File: config.mk
export PLATFORM = sky130hd
export DESIGN_NAME = pc_unit
export DESIGN_NICKNAME = d
export VERILOG_FILES = /design/src/rtl/pc_unit.sv
export SDC_FILE = /design/constraint.sdc
export NUM_CORES = 1
export LEC_CHECK = 0
export CAP_MARGIN = 40
export CORE_ASPECT_RATIO = 0.7
export CORE_MARGIN = 5
export CORE_UTILIZATION = 45
export DETAILED_ROUTE_END_ITERATION = 7
export GPL_ROUTABILITY_DRIVEN = 0
export PLACE_DENSITY_LB_ADDON = 0.3
export SYNTH_ARGS = -nofsm -noshare
export SYNTH_HDL_FRONTEND = slang
export SYNTH_SLANG_ARGS = --single-unit
File: constraint.sdc
create_clock -name CLK -period 3 [get_ports CLK]
set_input_delay 0.6 -clock CLK [delete_from_list [all_inputs] [get_ports CLK]]
set_output_delay 0.6 -clock CLK [all_outputs]
set_load 0.01 [all_outputs]
File: src/rtl/pc_unit.sv
// ---------------------------------------------------------------------------
// pc_unit -- program counter sequencer with optional return stack
//
// Purpose:
//   Holds the 16-bit word-addressed program counter and selects the next
//   value each cycle. The priority order is HALT > JUMP > CALL > RET >
//   taken branch > sequential. A two-state FSM (RUN / HALTED) stops
//   execution on HALT. Only RESET leaves HALTED.
//
// Configuration macro:
//   PC_UNIT_RETURN_STACK_EN -- when defined, a STACK_DEPTH-entry LIFO of
//   return addresses is built and CALL/RET are honoured. When undefined,
//   CALL/RET are ignored, STACK_ERR is tied low and no storage exists.
//
// Parameters:
//   RESET_VECTOR - PC value loaded while RESET is high
//   STACK_DEPTH  - number of return-stack entries (power of two, 2..16)
//
// Ports:
//   CLK       in   rising-edge clock
//   RESET     in   asynchronous active-high reset
//   STALL     in   freeze all state this cycle
//   BRANCH    in   current instruction is branch-on-zero
//   ZERO      in   ALU zero flag
//   OFFSET    in   8-bit signed branch displacement
//   JUMP      in   unconditional jump to TARGET
//   CALL      in   jump to TARGET, push return address
//   RET       in   pop return address into PC
//   TARGET    in   16-bit absolute jump/call address
//   HALT      in   stop execution
//   PC        out  registered program counter
//   HALTED    out  registered, high while halted
//   TAKEN     out  registered one-cycle pulse after a non-sequential update
//   STACK_ERR out  registered sticky overflow/underflow flag
// ---------------------------------------------------------------------------
module pc_unit #(
  parameter logic [15:0] RESET_VECTOR = 16'h0000,
  parameter int          STACK_DEPTH  = 4
) (
  input  logic        CLK,
  input  logic        RESET,
  input  logic        STALL,
  input  logic        BRANCH,
  input  logic        ZERO,
  input  logic [7:0]  OFFSET,
  input  logic        JUMP,
  input  logic        CALL,
  input  logic        RET,
  input  logic [15:0] TARGET,
  input  logic        HALT,
  output logic [15:0] PC,
  output logic        HALTED,
  output logic        TAKEN,
  output logic        STACK_ERR
);

  typedef enum logic {
    ST_RUN    = 1'b0,
    ST_HALTED = 1'b1
  } state_t;

  state_t      r_state;
  logic [15:0] r_pc;
  logic        r_halted;
  logic        r_taken;

  logic [15:0] w_pc_inc;
  logic [15:0] w_pc_branch;
  logic [15:0] w_pc_next;
  logic        w_taken_next;
  logic        w_halt_req;

  // Both sums are 16 bits wide, so they wrap modulo 2^16 naturally.
  assign w_pc_inc    = r_pc + 16'd1;
  assign w_pc_branch = r_pc + 16'd1 + {{8{OFFSET[7]}}, OFFSET};

`ifdef PC_UNIT_RETURN_STACK_EN
  localparam int IDX_W = (STACK_DEPTH > 1) ? $clog2(STACK_DEPTH) : 1;
  localparam int SP_W  = IDX_W + 1;

  logic [15:0]     r_stack [STACK_DEPTH];
  logic [SP_W-1:0] r_sp;          // number of valid entries
  logic            r_stack_err;

  logic             w_full;
  logic             w_empty;
  logic [IDX_W-1:0] w_top_idx;
  logic [IDX_W-1:0] w_push_idx;
  logic [15:0]      w_top;
  logic             w_push;
  logic             w_pop;
  logic             w_err_set;

  assign w_full     = (r_sp == SP_W'(STACK_DEPTH));
  assign w_empty    = (r_sp == '0);
  assign w_push_idx = r_sp[IDX_W-1:0];
  // When full, the low bits of r_sp wrap to 0, so minus one still lands
  // on the last entry.
  assign w_top_idx  = r_sp[IDX_W-1:0] - 1'b1;
  assign w_top      = r_stack[w_top_idx];
`endif

  // Next-state selection. STALL and HALTED both keep every register as it
  // is. TAKEN defaults to 0, so it is a pulse and never a level.
  always_comb begin
    w_pc_next    = r_pc;
    w_taken_next = 1'b0;
    w_halt_req   = 1'b0;
`ifdef PC_UNIT_RETURN_STACK_EN
    w_push       = 1'b0;
    w_pop        = 1'b0;
    w_err_set    = 1'b0;
`endif
    if (r_state == ST_RUN && !STALL) begin
      if (HALT) begin
        w_halt_req = 1'b1;
      end else if (JUMP) begin
        w_pc_next    = TARGET;
        w_taken_next = 1'b1;
`ifdef PC_UNIT_RETURN_STACK_EN
      end else if (CALL) begin
        // The jump happens even on overflow. Only the push is dropped.
        w_pc_next    = TARGET;
        w_taken_next = 1'b1;
        if (w_full) begin
          w_err_set = 1'b1;
        end else begin
          w_push = 1'b1;
        end
      end else if (RET) begin
        if (w_empty) begin
          // On underflow, treat the instruction as sequential and flag it.
          w_pc_next = w_pc_inc;
          w_err_set = 1'b1;
        end else begin
          w_pc_next    = w_top;
          w_taken_next = 1'b1;
          w_pop        = 1'b1;
        end
`endif
      end else if (BRANCH && ZERO) begin
        w_pc_next    = w_pc_branch;
        w_taken_next = 1'b1;
      end else begin
        w_pc_next = w_pc_inc;
      end
    end
  end

  always_ff @(posedge CLK or posedge RESET) begin
    if (RESET) begin
      r_state  <= ST_RUN;
      r_pc     <= RESET_VECTOR;
      r_halted <= 1'b0;
      r_taken  <= 1'b0;
    end else begin
      r_pc    <= w_pc_next;
      r_taken <= w_taken_next;
      if (w_halt_req) begin
        r_state  <= ST_HALTED;
        r_halted <= 1'b1;
      end
    end
  end

`ifdef PC_UNIT_RETURN_STACK_EN
  always_ff @(posedge CLK or posedge RESET) begin
    if (RESET) begin
      r_sp        <= '0;
      r_stack_err <= 1'b0;
    end else begin
      if (w_push) begin
        r_sp <= r_sp + 1'b1;
      end else if (w_pop) begin
        r_sp <= r_sp - 1'b1;
      end
      if (w_err_set) begin
        r_stack_err <= 1'b1;
      end
    end
  end

  // Storage needs no reset. Emptiness comes from r_sp alone.
  always_ff @(posedge CLK) begin
    if (w_push) begin
      r_stack[w_push_idx] <= w_pc_inc;
    end
  end

  assign STACK_ERR = r_stack_err;
`else
  // CALL and RET have no effect in this build.
  logic w_unused_ok;
  assign w_unused_ok = &{1'b0, CALL, RET};
  assign STACK_ERR   = 1'b0;
`endif

  assign PC     = r_pc;
  assign HALTED = r_halted;
  assign TAKEN  = r_taken;

endmodule

* Word-level counts from Yosys, hierarchy flattened
Cells that the tools add are included.
** Operators by class
- Add/sub/neg operators :: 2
- Muxes and demuxes :: 8
- Bitwise logic cells :: 2
- Reductions and logical operators :: 4
** Operator list (count)
- 16-bit 2-to-1 mux :: 2
- 16-bit by 1-bit adder with 16-bit output, second input constant :: 1
- 16-bit adder :: 1
- 1-bit 2-to-1 mux :: 6
- 1-bit logical AND :: 2
- 1-bit NOT :: 2
- 2-bit AND reduction :: 1
- 1-bit zero test :: 1
** Word-level totals
- Register bits after elaboration :: 18
- Input port bits :: 33
- Output and inout bits :: 19
- Word-level logic and storage cells :: 19

* Depth between registers and ports, before layout
- Depth after elaboration :: 5
- Gate-level depth with buffers :: 13
- Gate-level depth less buffers :: 13

* Worst setup path before layout
OpenSTA, ideal clock, no wires.
- Path kind :: register to register
- Start point :: reg r_pc[0] (netlist: PC[0])
- End point :: reg r_pc[15] (netlist: PC[15])
- Setup time :: 0.069 ns
- Data arrival time :: 3.060 ns
- Data required time :: 2.931 ns
- Setup slack :: -0.129 ns
- Cell stages (with the launch flop) :: 14
- Period minus slack after synthesis :: 3.129 ns
- Cells stage by stage :: dfrtp_1 > ha_1 > and3_1 > and4_1 > xor2_1 > ha_1 > buf_4 > a221oi_2 > o21ai_1 > a211oi_2 > a21oi_1 > o211a_1 > or4b_1 > nand3_1
** Between the ends
- Word-level cells in the longest chain between the ends :: 4
** RTL lines
- start, declared :: line 63 : logic [15:0] r_pc;
- start signal, assigned :: line 157 : r_pc <= w_pc_next;
- 16-bit by 1-bit adder with 16-bit output (*) :: line 74, 75
- 16-bit adder :: line 75 : assign w_pc_branch = r_pc + 16'd1 + {{8{OFFSET[7]}}, OFFSET};
- 16-bit 2-to-1 mux (*) :: line 141 : end else if (BRANCH && ZERO) begin
- 16-bit 2-to-1 mux (*) :: line 117 : end else if (JUMP) begin
Every way passes the cells marked *; elsewhere a longest branch is shown, timed or not.
A chain may end at the register's enable or synchronous reset.

* Worst setup path in the final report
- Start point :: reg r_pc[5] (netlist: PC[5])
- End point :: reg r_pc[15] (netlist: PC[15])
The elaborated chain is that of the path after synthesis.

==> impl_metrics.py <==
metrics = {
    "logic_synthesis": {
        "syn_avg_cell_area_um2": 7.85,
        "synth_top_area_share_pct": 22.4,
        "synthArstFlopShare_pct": 100,
        "synthTopCellsByArea": "dfrtp_1 22%, ha_1 12%, xnor2_1 6.1%",
        "ys.flop_type": "dfrtp_1",
        "ys_ff_latch": 18,
        "synth_edf_count": 0,
        "yosysTopAreaCell": "dfrtp_1",
        "syn_nets": 310,
        "netlist_area_um2": 2010,
        "synth.distinct_cells": 46,
        "ys.warnings.count": 0,
        "synthCells": 256,
        "synth_seq_area_share_pct": 22.4,
    },
    "global_route": {
        "grt_overflow_total": 0,
        "grt_max_degree": 26,
        "grt_use_total_pct": 21.1,
        "grt_pass1_vias": 2135,
        "antenna_found_initial": 0,
        "grt_pass1_wl_um": 10300,
    },
    "floorplan": {
        "die_y_um": 65.9,
        "fp-row-count": 20,
        "dieArea_um2": 5920,
        "core_um2": 4330,
        "io_pins": 52,
        "die_w_um": 89.9,
        "start_util_pct": 46.4,
    },
    "power": {
        "power-per-cell-area_nw_per_um2": 527,
        "ir_worst_vdd_mv": 0.483,
        "finalPower_uw": 1630,
        "cellLeakagePower_uw": 0.00139,
    },
    "final_layout": {
        "antenna_cells": 0,
        "fillers": 335,
        "drive_gt1_share_pct": 23.9,
        "nets": 402,
        "area_delta_synth_final_pct": 54.4,
        "final_cell_area_um2": 3100,
        "stdcell_count": 402,
    },
    "route": {
        "drtIter0Drc": 174,
        "vias": 2323,
        "drt_first_pass_iters": 5,
        "routed_wl_um": 6490,
        "wl_per_cell_um": 16.1,
        "drtAntennaViolNets": 0,
        "post_drt_via_cell_ratio": 5.78,
        "drc": 0,
    },
    "sta": {
        "setup_ws_ns": -0.107,
        "fin_skew_ns": 0.00409,
        "slew_headroom_pct": 53.4,
        "worst_pin_slew_ns": 0.699,
        "fmax_mhz": 322,
        "setup_viol": 1,
        "period_share_pct": 104,
        "finalHoldViolations": 0,
        "whs_ns": 0.513,
        "period_needed_ns": 3.11,
        "rsz0062_at_grt": "yes",
        "final.setup.tns_ns": -0.107,
        "slew_viol_final": 0,
    },
    "placement": {
        "port_buffers": 48,
        "dp.cells": 393,
        "dp_hpwl_um": 4900,
        "dpl_cell_area_um2": 2870,
    },
    "clock_tree": {
        "cts_tree": "yes",
        "cts-root-buf": "clkbuf_8",
        "clk_path_buf_depth": 2,
        "htreeDepth": 1,
        "cts_buffers": 3,
        "clk_pin_slew_ns": 0.07,
        "cts_sinks": 18,
        "clock_latency_ns": 0.26,
    },
    "worst_setup_path": {
        "worstPathArrival_ns": 3.29,
        "worstPathMaxFanout": 4,
        "startpoint_type": "flip-flop",
        "cp-end-kind": "flip-flop",
        "crit_type": "reg2reg",
        "crit_required_ns": 3.19,
    },
    "worst_hold_path": {
        "hp-class": "reg2reg",
    },
    "status": {
        "status": "finished, violations left",
        "violations": "negative setup slack",
    },
    "run": {
        "drv_cap": 0,
    },
}
area by class of cell:
type                    count  area (um2)  area share, %
multi-input cells         220        1630           52.5
repair buffers             98         868           28.0
inverters                   7        26.3          0.847
flip-flops and latches     18         455           14.7
clock buffers               4        55.1           1.77
well taps                  55        68.8           2.22
routing by layer:
metal / track usage (%) / routed length [um]
met1: 32.8 / 3150
met2: 31.7 / 2790
met3: 1.71 / 530
met4: 4.09 / 19
met5: 0 / 0
state kept, by name, indices dropped and copies added (netlist names):
name    cells
TAKEN       1
HALTED      1
PC         16
report_power, final:
| group | internal, uW | leakage (uW) | switching [uW] |
|---|---|---|---|
| registers | 288 | 0.000214 | 48.6 |
| logic | 571 | 0.00115 | 525 |
| clock network | 117 | 0.0000288 | 86.0 |
synthesized netlist by cell type (3+ instances only):
| cell type | instances |
|---|---|
| and3_1 | 8 |
| clkbuf_1 | 8 |
| nand4_1 | 4 |
| or3_1 | 3 |
| nor2_1 | 19 |
| a21o_1 | 7 |
| mux2i_1 | 4 |
| nor3_1 | 6 |
| a211oi_1 | 5 |
| o22ai_1 | 4 |
| o21ai_0 | 21 |
| a21oi_1 | 19 |
| a31oi_1 | 5 |
| xnor2_1 | 14 |
| dfrtp_1 | 18 |
| nand2_1 | 32 |
| inv_1 | 7 |
| xor2_1 | 10 |
| o211ai_1 | 6 |
| ha_1 | 20 |
| nand3_1 | 6 |
final timing paths:
path                       startpoint      to  depth (start not counted)  slack (ns)
max                             PC[5]  PC[15]                         12       -0.11
min                            HALTED  HALTED                          1        0.51
max reg2reg                     PC[5]  PC[15]                         12       -0.11
min reg2reg                    HALTED  HALTED                          1        0.51
max in group asynchronous       RESET   PC[0]                          2        1.76
min in group asynchronous       RESET   PC[7]                          2        0.75
layout by cell type, fill, tap and decap left out, types with 2 or more instances in the layout:
cell type	Yosys	routed
buf_4	2	49
clkdlybuf4s50_1	0	48
nand2_1	32	32
o21ai_0	21	21
nor2_1	19	19
a21oi_1	19	18
ha_1	20	15
dfrtp_1	18	14
xnor2_1	14	11
a21o_1	7	7
xor2_1	10	7
o211ai_1	6	6
inv_1	7	6
and3_1	8	6
nor3_1	6	6
nand3_1	6	6
a211oi_1	5	5
a31oi_1	5	5
dfrtp_2	0	4
o22ai_1	4	4
nand4_1	4	4
mux2i_1	4	4
ha_4	0	4
clkbuf_8	0	4
or3_1	3	3
xnor2_2	0	3
xor2_4	0	3
a221oi_1	2	2
and4_4	0	2
and3_4	0	2
nor2b_1	2	2
o21bai_1	2	2
repair_timing:
action                                  4_1_cts  5_1_grt
gates resized for setup                       9       11
pin swaps                                     5        6
hold buffers                                  0        0
endpoints found under the setup margin        2        6
buffers inserted                              3        2
per-stage QoR:
stage                     util [%]  worst slack, ns
after global placement        66.2           -0.287
after floorplan                  -          -0.0888
final                         71.7           -0.107
after global routing          71.7           -0.189
after CTS                     69.3          -0.0465
after detailed placement      66.2           -0.292
worst max-delay path, stage by stage (launching register included):
cell and delay (ns):
dfrtp_1 0.39, and4_4 0.23, and3_4 0.21, and4_4 0.26
xor2_4 0.18, ha_4 0.24, a221oi_2 0.21, o21ai_1 0.11
a211oi_2 0.29, a21bo_2 0.17, a31oi_1 0.11, or4b_1 0.53
nand3_1 0.09
kinds of logic after synthesis:
| group | after synthesis | synth area share (%) |
|---|---|---|
| compound gates | 82 | 26.3 |
| xor+xnor | 24 | 10.5 |
| fa+ha+maj | 21 | 13.4 |
| buf+inv | 18 | 4.11 |
| flops | 18 | 22.4 |
| mux | 4 | 1.99 |
| other cells | 1 | 0.187 |
| simple gates | 88 | 21.1 |
Note: power is estimated with default switching activity, not from simulation.
